$ cat src/rtl/mmio_pkg.sv
// -----------------------------------------------------------------------------
// mmio_pkg
//   Shared definitions for the memory-mapped I/O interconnect:
//   - FSM state encoding used by mmio_bus_ctrl
//   - error read data returned on a timed-out access
//   - default region nibbles for the standard peripheral set
//   - helper that sizes the wait-state counter
//   No ports (package).
// -----------------------------------------------------------------------------
package mmio_pkg;

  // Access sequencing states: decode in IDLE, wait for the slave in ACCESS,
  // hand the single-cycle completion pulse back to the CPU in RESP.
  typedef enum logic [1:0] {
    ST_IDLE   = 2'd0,
    ST_ACCESS = 2'd1,
    ST_RESP   = 2'd2
  } state_t;

  // Read data returned when a slave never answers
  localparam logic [31:0] ERR_DATA = 32'hDEADBEEF;

  // Address-space region nibbles (addr[31:28]) of the standard peripherals
  localparam logic [3:0] REGION_RAM     = 4'h0;
  localparam logic [3:0] REGION_COUNTER = 4'hC;
  localparam logic [3:0] REGION_DISP    = 4'hE;
  localparam logic [3:0] REGION_GPIO    = 4'hF;

  // Channel 0 in the low nibble: RAM, COUNTER, DISP, GPIO
  localparam logic [15:0] DEFAULT_REGION_MAP =
    {REGION_GPIO, REGION_DISP, REGION_COUNTER, REGION_RAM};

  // Width of a counter able to reach 'limit', never narrower than 8 bits
  function automatic int wait_cnt_width(input int limit);
    int w;
    w = $clog2(limit + 1);
    return (w < 8) ? 8 : w;
  endfunction

endpackage

$ cat src/rtl/mmio_addr_decode.sv
// -----------------------------------------------------------------------------
// mmio_addr_decode
//   Combinational region decoder. Compares the top address nibble against the
//   region nibble of every channel and returns a one-hot select. When several
//   channels claim the same nibble, the lowest channel index wins.
//   Ports:
//     region_i  in   4      top address nibble
//     sel_o     out  N_CH   one-hot channel select (all zero on a miss)
//     hit_o     out  1      some channel matched
// -----------------------------------------------------------------------------
module mmio_addr_decode
  import mmio_pkg::*;
#(
  parameter int              N_CH       = 4,
  parameter logic [N_CH*4-1:0] REGION_MAP = DEFAULT_REGION_MAP
) (
  input  logic [3:0]      region_i,
  output logic [N_CH-1:0] sel_o,
  output logic            hit_o
);

  // Scan from the highest channel down so a lower-index match overwrites a
  // higher one, which gives lowest-index priority without a separate encoder.
  always_comb begin
    sel_o = '0;
    for (int i = N_CH - 1; i >= 0; i--) begin
      if (region_i == REGION_MAP[4*i +: 4]) begin
        sel_o    = '0;
        sel_o[i] = 1'b1;
      end
    end
  end

  assign hit_o = |sel_o;

endmodule

$ cat src/rtl/mmio_bus_ctrl.sv
// -----------------------------------------------------------------------------
// mmio_bus_ctrl
//   Memory-mapped I/O interconnect between the single-cycle CPU data port and
//   N_CH slave peripherals. Decodes addr[AW-1:AW-4], runs a req/ack handshake
//   so slow slaves can stretch an access, and returns registered read data with
//   a one-cycle ready pulse.
//   Optional feature: define MMIO_TIMEOUT_EN to abandon an access after
//   TIMEOUT_CYC wait cycles (returns ERR_DATA with bus_err).
//   Ports:
//     clk, rst            clock (rising edge), asynchronous active-high reset
//     cpu_req/we/addr/wdata   CPU request, sampled only in IDLE
//     cpu_rdata/ready     registered read data and completion pulse
//     bus_err             pulse with cpu_ready on unmapped or timed-out access
//     slv_sel/we/addr/wdata   one-hot select and latched request to the slaves
//     slv_rdata/slv_ack   per-channel read data and completion
// -----------------------------------------------------------------------------
module mmio_bus_ctrl
   import mmio_pkg::*;
#(
   parameter int                N_CH        = 4,
   parameter int                DW          = 32,
   parameter int                AW          = 32,
   parameter logic [N_CH*4-1:0] REGION_MAP  = DEFAULT_REGION_MAP,
   parameter int                TIMEOUT_CYC = 255
) (
   input  logic                 clk,
   input  logic                 rst,
   input  logic                 cpu_req,
   input  logic                 cpu_we,
   input  logic [AW-1:0]        cpu_addr,
   input  logic [DW-1:0]        cpu_wdata,
   output logic [DW-1:0]        cpu_rdata,
   output logic                 cpu_ready,
   output logic                 bus_err,
   output logic [N_CH-1:0]      slv_sel,
   output logic                 slv_we,
   output logic [AW-1:0]        slv_addr,
   output logic [DW-1:0]        slv_wdata,
   input  logic [N_CH*DW-1:0]   slv_rdata,
   input  logic [N_CH-1:0]      slv_ack
);

   state_t          state_q;
   logic [N_CH-1:0] sel_q;
   logic            we_q;
   logic [AW-1:0]   addr_q;
   logic [DW-1:0]   wdata_q;
   logic [DW-1:0]   rdata_q;
   logic            ready_q;
   logic            err_q;

   logic [N_CH-1:0] dec_sel;
   logic            dec_hit;
   logic            ack_hit;
   logic [DW-1:0]   rdata_d;

`ifdef MMIO_TIMEOUT_EN
   localparam int                WAIT_W    = wait_cnt_width(TIMEOUT_CYC);
   localparam logic [WAIT_W-1:0] WAIT_LAST = WAIT_W'(TIMEOUT_CYC - 1);
   logic [WAIT_W-1:0] wait_q;
`endif

   mmio_addr_decode #(
      .N_CH       (N_CH),
      .REGION_MAP (REGION_MAP)
   ) u_decode (
      .region_i (cpu_addr[AW-1:AW-4]),
      .sel_o    (dec_sel),
      .hit_o    (dec_hit)
   );

   // Only the selected channel may complete the access; because sel_q is zero
   // outside ACCESS, stray acks at any other time are masked out as well.
   assign ack_hit = |(slv_ack & sel_q);

   // AND-OR read mux over the one-hot select. Writes return zero data.
   always_comb begin
      rdata_d = '0;
      for (int i = 0; i < N_CH; i++) begin
         if (sel_q[i]) begin
            rdata_d = rdata_d | slv_rdata[DW*i +: DW];
         end
      end
      if (we_q) begin
         rdata_d = '0;
      end
   end

   // Access FSM with every output registered. ready/err default low so each
   // is a single pulse in RESP; reset drops sel/we immediately, abandoning an
   // in-flight access without a completion.
   always_ff @(posedge clk or posedge rst) begin
      if (rst) begin
         state_q <= ST_IDLE;
         sel_q   <= '0;
         we_q    <= 1'b0;
         addr_q  <= '0;
         wdata_q <= '0;
         rdata_q <= '0;
         ready_q <= 1'b0;
         err_q   <= 1'b0;
`ifdef MMIO_TIMEOUT_EN
         wait_q  <= '0;
`endif
      end else begin
         ready_q <= 1'b0;
         err_q   <= 1'b0;
         case (state_q)
            ST_IDLE: begin
               if (cpu_req) begin
                  addr_q  <= cpu_addr;
                  wdata_q <= cpu_wdata;
                  if (dec_hit) begin
                     sel_q   <= dec_sel;
                     we_q    <= cpu_we;
`ifdef MMIO_TIMEOUT_EN
                     wait_q  <= '0;
`endif
                     state_q <= ST_ACCESS;
                  end else begin
                     we_q    <= 1'b0;
                     rdata_q <= '0;
                     ready_q <= 1'b1;
                     err_q   <= 1'b1;
                     state_q <= ST_RESP;
                  end
               end
            end
            ST_ACCESS: begin
               if (ack_hit) begin
                  rdata_q <= rdata_d;
                  sel_q   <= '0;
                  we_q    <= 1'b0;
                  ready_q <= 1'b1;
                  state_q <= ST_RESP;
               end
`ifdef MMIO_TIMEOUT_EN
               else if (wait_q == WAIT_LAST) begin
                  rdata_q <= DW'(ERR_DATA);
                  sel_q   <= '0;
                  we_q    <= 1'b0;
                  ready_q <= 1'b1;
                  err_q   <= 1'b1;
                  state_q <= ST_RESP;
               end else begin
                  wait_q  <= wait_q + 1'b1;
               end
`endif
            end
            ST_RESP: begin
               state_q <= ST_IDLE;
            end
            default: begin
               state_q <= ST_IDLE;
            end
         endcase
      end
   end

   assign cpu_rdata = rdata_q;
   assign cpu_ready = ready_q;
   assign bus_err   = err_q;
   assign slv_sel   = sel_q;
   assign slv_we    = we_q;
   assign slv_addr  = addr_q;
   assign slv_wdata = wdata_q;

endmodule

$ cat config.mk
export PLATFORM = sky130hd
export DESIGN_NAME = mmio_bus_ctrl
export DESIGN_NICKNAME = d
export VERILOG_FILES = /design/src/rtl/mmio_pkg.sv /design/src/rtl/mmio_addr_decode.sv /design/src/rtl/mmio_bus_ctrl.sv
export SDC_FILE = /design/constraint.sdc
export NUM_CORES = 1
export LEC_CHECK = 0
export CAP_MARGIN = 20
export CORE_ASPECT_RATIO = 0.9
export CORE_MARGIN = 5
export CORE_UTILIZATION = 37
export CTS_CLUSTER_DIAMETER = 60
export DETAILED_ROUTE_END_ITERATION = 10
export GPL_TIMING_DRIVEN = 0
export PLACE_DENSITY = 0.91
export SLEW_MARGIN = 20
export SYNTH_ARGS = -nofsm -noshare
export SYNTH_HDL_FRONTEND = slang
export SYNTH_SLANG_ARGS = --single-unit
$ cat constraint.sdc
create_clock -name clk -period 4.3 [get_ports clk]
set_clock_uncertainty 0.05 [all_clocks]
set_input_delay 0.86 -clock clk [delete_from_list [all_inputs] [get_ports clk]]
set_output_delay 0.86 -clock clk [all_outputs]
set_load 0.01 [all_outputs]
Yosys cells after proc, flatten, opt, wreduce, memory -nomap -nowiden:

Cells that the tools add are included.

* bits in registers: 105
* output and inout port bits: 103
* input bits: 200

* bitwise operators: 4
* multiplexer cells: 30
* equality and inequality tests: 8
* reduce and logical (&&, ||, !) cells: 10

Operators with widths (number)
* 32-bit 2-to-1 mux: 8
* 32-bit OR: 3
* 32-bit one-hot mux with 2 select lines: 1
* 4-bit 2-to-1 mux: 7
* 4-bit == test, second input constant: 3
* 2-bit inequality test, second input constant: 4
* 4-bit one-hot mux with 2 select lines: 1
* 4-bit AND reduction: 2
* 4-bit OR reduction: 2
* 1-bit 2-to-1 mux: 7
* 2-bit 2-to-1 mux: 3
* 4-bit bitwise AND: 1
* 4-bit zero test: 1
* 1-bit one-hot mux with 2 select lines: 2
* 2-bit one-hot mux with 2 select lines: 1
* 2-bit AND reduction: 2
* 3-bit AND reduction: 1
* 2-bit by 1-bit == test with 1-bit output, second input constant: 1
* 2-bit zero test: 1
* 2-bit nonzero test: 1

Depth between registers and ports, before layout:

* depth in word-level cells: 10
* gate-level depth with buffers: 7
* gate-level depth less buffers: 4

Cells and area by module:

From an unflattened synthesis, not the netlist that was laid out.

* cell total of the unflattened synthesis: 370
* area, all modules: 4625.7 µm²

Modules (own cells, without submodules)
* mmio_bus_ctrl: seq. area each 2627.5 µm², cells each 360, instances 1, area an instance 4570.6 µm²
* mmio_addr_decode: seq. area each 0.0 µm², cells each 10, instances 1, area an instance 55.1 µm²

Worst setup path after synthesis:

No wires, ideal clock.

* kind: in2reg
* from: input port cpu_addr[31]
* to: register rdata_q[10] (netlist: cpu_rdata[10])
* slack: 2.064 ns
* data required time: 4.125 ns
* setup time: 0.125 ns
* data arrival time: 2.061 ns
* stages on the path: 6
* buffers on the path: 2
* path through: nor4_1 a31o_2 o21ba_1 buf_6 buf_12 mux2_4

* cells in the longest elaborated chain, start to end: 8
* elaborated cells on any way between the ends: 11
* classes of those cells: 4 x eq/ne; 4 x mux; 3 x reduce/logical

Ends and longest elaborated chain
* start: declaration: line mmio_bus_ctrl.sv:30 `input logic [AW-1:0] cpu_addr,`
* 4-bit == test: line mmio_addr_decode.sv:27 `if (region_i == REGION_MAP[4*i +: 4]) begin`
* 4-bit 2-to-1 mux (3 in a row): line mmio_addr_decode.sv:27
* 4-bit 2-to-1 mux *: line mmio_addr_decode.sv:27
* 4-bit OR reduction *: line mmio_addr_decode.sv:34 `assign hit_o = |sel_o;`
* 2-bit inequality test (no source line) *
* 4-bit AND reduction (no source line) *
* end signal: assignment: line mmio_bus_ctrl.sv:131 `rdata_q <= rdata_d;`
* end: declaration: line mmio_bus_ctrl.sv:48 `logic [DW-1:0] rdata_q;`

Mark *: on every way between the ends. The rest lies on a longest branch, timed or not.
A chain may end at the register's enable or synchronous reset.

Worst setup path in the final report:

* from: input port cpu_addr[31]
* to: register rdata_q[13] (netlist: cpu_rdata[13])

Same word-level chain as after synthesis.

==> results.yml <==
pwr:
  p_sw_share_pct: 37.7
  switchingPower_uw: 1850
  comb_power_share_pct: 51.5
  static-leakage-power_uw: 0.00376
  p_seq_share_pct: 32.3
  vdd_ir_drop_max_mv: 0.346
  power_per_cell_area_nw_per_um2: 582
  p_int_uw: 3050
  clockPowerShare_pct: 16.1
timing:
  finalMaxSlewViolations: 0
  final.period_utilization_pct: 61.9
  hold_viol_final: 0
  fmaxAchievable_mhz: 376
  setup_repair_after_global_routing_missed_its_margin: "false"
  measured_slew_at_the_worst_slew_check_pin_ns: 0.663
  period_minus_slack_ns: 2.66
  setup_violations: 0
  timing.slew.headroom_pct: 55.8
run:
  max-cap-violations: 0
drt:
  vias_per_cell: 5.07
  first_iter_violations: 281
  route.final.wire_length_um: 19300
  wire_per_inst_um: 19.7
  ant_nets: 0
  route.vias.total: 4964
  post-route-drc-count: 0
  drt_pass1_iterations: 4
clocking:
  clk-insertion-delay-late_ns: 0.34
  cts_tree: "yes"
  postCtsSetupRepairBufs: 0
  ctsResizeCount: 0
  max_buffers_root_to_sink: 2
  num_cts_buffers: 9
  number_of_h_tree_levels: 3
  clock_sinks: 105
  post_cts_hold_buffer_count: 0
  cts_root_buf: "clkbuf_16"
  clk_transition_reported_paths_ns: 0.08
global_route:
  grt_antenna_before_repair: 0
  grtUsageTotal_pct: 23.7
  grt_max_degree: 66
  grt_pass1_vias: 5190
  globalRouteOverflowTotal: 0
  global_route_wire_length_before_repair_um: 29500
cells_and_area:
  fin_cells: 980
  antenna_cells_inserted: 0
  final_net_count: 1011
  layout-area-overhead-vs-synth_pct: 72.3
  layout.cell_area.non_filler_sq_um: 8430
  layout_cell_share_with_drive_strength_beyond_1_pct: 7.84
  n_fill_cell: 1008
logic_synthesis:
  number_of_enable_type_register_cells_in_the_synthesized_netlist: 0
  postSynthCellCount: 497
  synth-warning-count: 0
  syn-cell-area_sq_um: 4890
  synth_sequential_area_ratio_pct: 53.7
  post_synth_num_cell_types: 30
  mappedNetlistNets: 697
  ys_ff_latch: 105
  synth.avg_cell_area_sq_um: 9.84
  ys_dominant_reg_cell: "dfrtp_1"
  async_flop_share_pct: 100
worst_setup_path:
  r2r.worst_path.cells: 7
  timing.critical_path.cells: "clkdlybuf4s50_1, nor4_1, a31o_2, o21ba_1, buf_6, buf_12, mux2_4"
  setup.worst_path.start_class: "primary input"
  critical_path.n_buffers_inverters: 3
  critPathCaptureType: "flip-flop"
  critical_path_peak_fanout: 10
  critPathSlowestCell: "clkdlybuf4s50_1"
  worst_ep_arrival_time_ns: 2.84
  worst_r2r_endpoint: "cpu_rdata[13]"
  timing.rr.start: "slv_sel[0]"
  reg2reg_setup_slack_ns: 2.12
  timing_worst_setup_path_type: "in2reg"
  path_delay_family: "buffers and inverters"
  cp_data_required_time_ns: 4.48
  critPathMaxStageDelay_ns: 0.49
die:
  fp-row-count: 39
  initial_core_util_pct: 38.1
  die_h_um: 119
  core-area_sq_um: 12800
  floorplan_die_width_um: 131
  floorplan.io_pins: 303
  die_outline_area_sq_um: 15600
worst_hold_path:
  whs_path_depth: 2
  hold_path.class: "reg2reg"
  min_from: "slv_wdata[23]"
  holdPathEnd: "slv_wdata[23]"
placement:
  post-place-cells: 964
  gpl.final_weighted_congestion: 0.895
  placement.io_buffers: 302
  detailed_place.area_sq_um: 8150
  hpwl_um: 15400
outcome:
  status: "completed"
[power by group through the flow]
stage               sequential [uW]  combinational, uW  clock [uW]
CTS                            1590               2550         808
global route                   1630               2730         848
detailed placement             1600               2550           0
finish                         1590               2530         790
global placement               1580               2490           0
floorplan                      1750               1020           0
[routing by layer]
metal / part of all wire, % / GRT usage [%] / vias up
li1: - / - / 2303
met1: 39 / 28.0 / 2397
met2: 49 / 40.7 / 230
met3: 9.3 / 8.18 / 34
met4: 2.5 / 7.21 / 0
met5: 0 / 0 / -
[worst max path at each step]
stage	slack [ns]	depth (start not counted)	endpoint	from
detailed placement	1.32	7	cpu_rdata[13]	cpu_addr[31]
finish	1.64	7	cpu_rdata[13]	cpu_addr[31]
global route	1.59	7	cpu_rdata[5]	cpu_addr[31]
global placement	-1.07	2	slv_wdata[5]	rst
CTS	1.67	7	cpu_rdata[13]	cpu_addr[31]
floorplan	0.63	1	bus_err	rst
[layout make-up]
type,instances,area (sq um),share of cell area [%]
inverter,4,20.0,0.238
multi-input combinational,349,2010,23.8
sequential,105,2630,31.2
timing repair buffer,303,3050,36.2
clock buffer,9,225,2.67
buffer,39,239,2.84
tap,164,205,2.43
clock inverter,7,51.3,0.609
[flip-flops by register name, indices dropped and copies added, names as in the netlist]
| register | count |
|---|---|
| cpu_rdata | 32 |
| slv_addr | 32 |
| slv_wdata | 32 |
| slv_sel | 4 |
| state_q | 2 |
| bus_err | 1 |
| cpu_ready | 1 |
| slv_we | 1 |
[tightest hold or removal path: stages, from the launching register on]
cell	delay, ns
dfrtp_1	0.35
nand2_1	0.05
nand2_1	0.05
[Yosys cell counts (all sizes together) (2+ instances only)]
library cell	instances	share of area (%)
nand2	197	15
dfrtp	105	54
dlymetal6s2s	2	0.51
nor2	2	0.15
a22oi	66	10
inv	4	0.31
clkbuf	21	1.8
nand2b	2	0.26
mux2	34	10
nand3	2	0.20
buf	16	2.6
a21oi	34	3.5
[placed cells by master, fill, tap and decap left out, types with 2 or more instances in the layout]
master,instances
clkinv_2,2
clkbuf_1,20
nor2_1,2
dfrtp_1,105
nand2b_1,2
mux2_2,6
a21oi_1,34
a22oi_1,66
buf_12,3
nand2_1,197
inv_1,3
clkinvlp_4,2
inv_6,4
clkdlybuf4s50_1,302
clkbuf_16,9
buf_1,7
buf_2,4
mux2_4,28
nand3_1,2
dlymetal6s2s_1,2
[cells by family (layout without fill, tap and decap cells)]
group	count (synthesis)	after routing	share of synthesized area [%]
compound gates	105	105	14.4
buf+inv	43	362	5.19
flops	105	105	53.7
mux	35	35	10.2
simple gates	209	209	16.5
[stage by stage]
stage	power (uW)	setup WS (ns)	TNS [ns]	hold WS, ns	utilization (%)
global placement	4060	-1.07	-110.98	0.407	63.3
floorplan	2780	0.629	0	0.464	-
global route	5210	1.59	0	0.447	65.7
finish	4900	1.64	0	0.425	65.7
detailed placement	4150	1.32	0	0.412	63.5
CTS	4950	1.67	0	0.430	65.7
(Power assumes the default switching activity.)
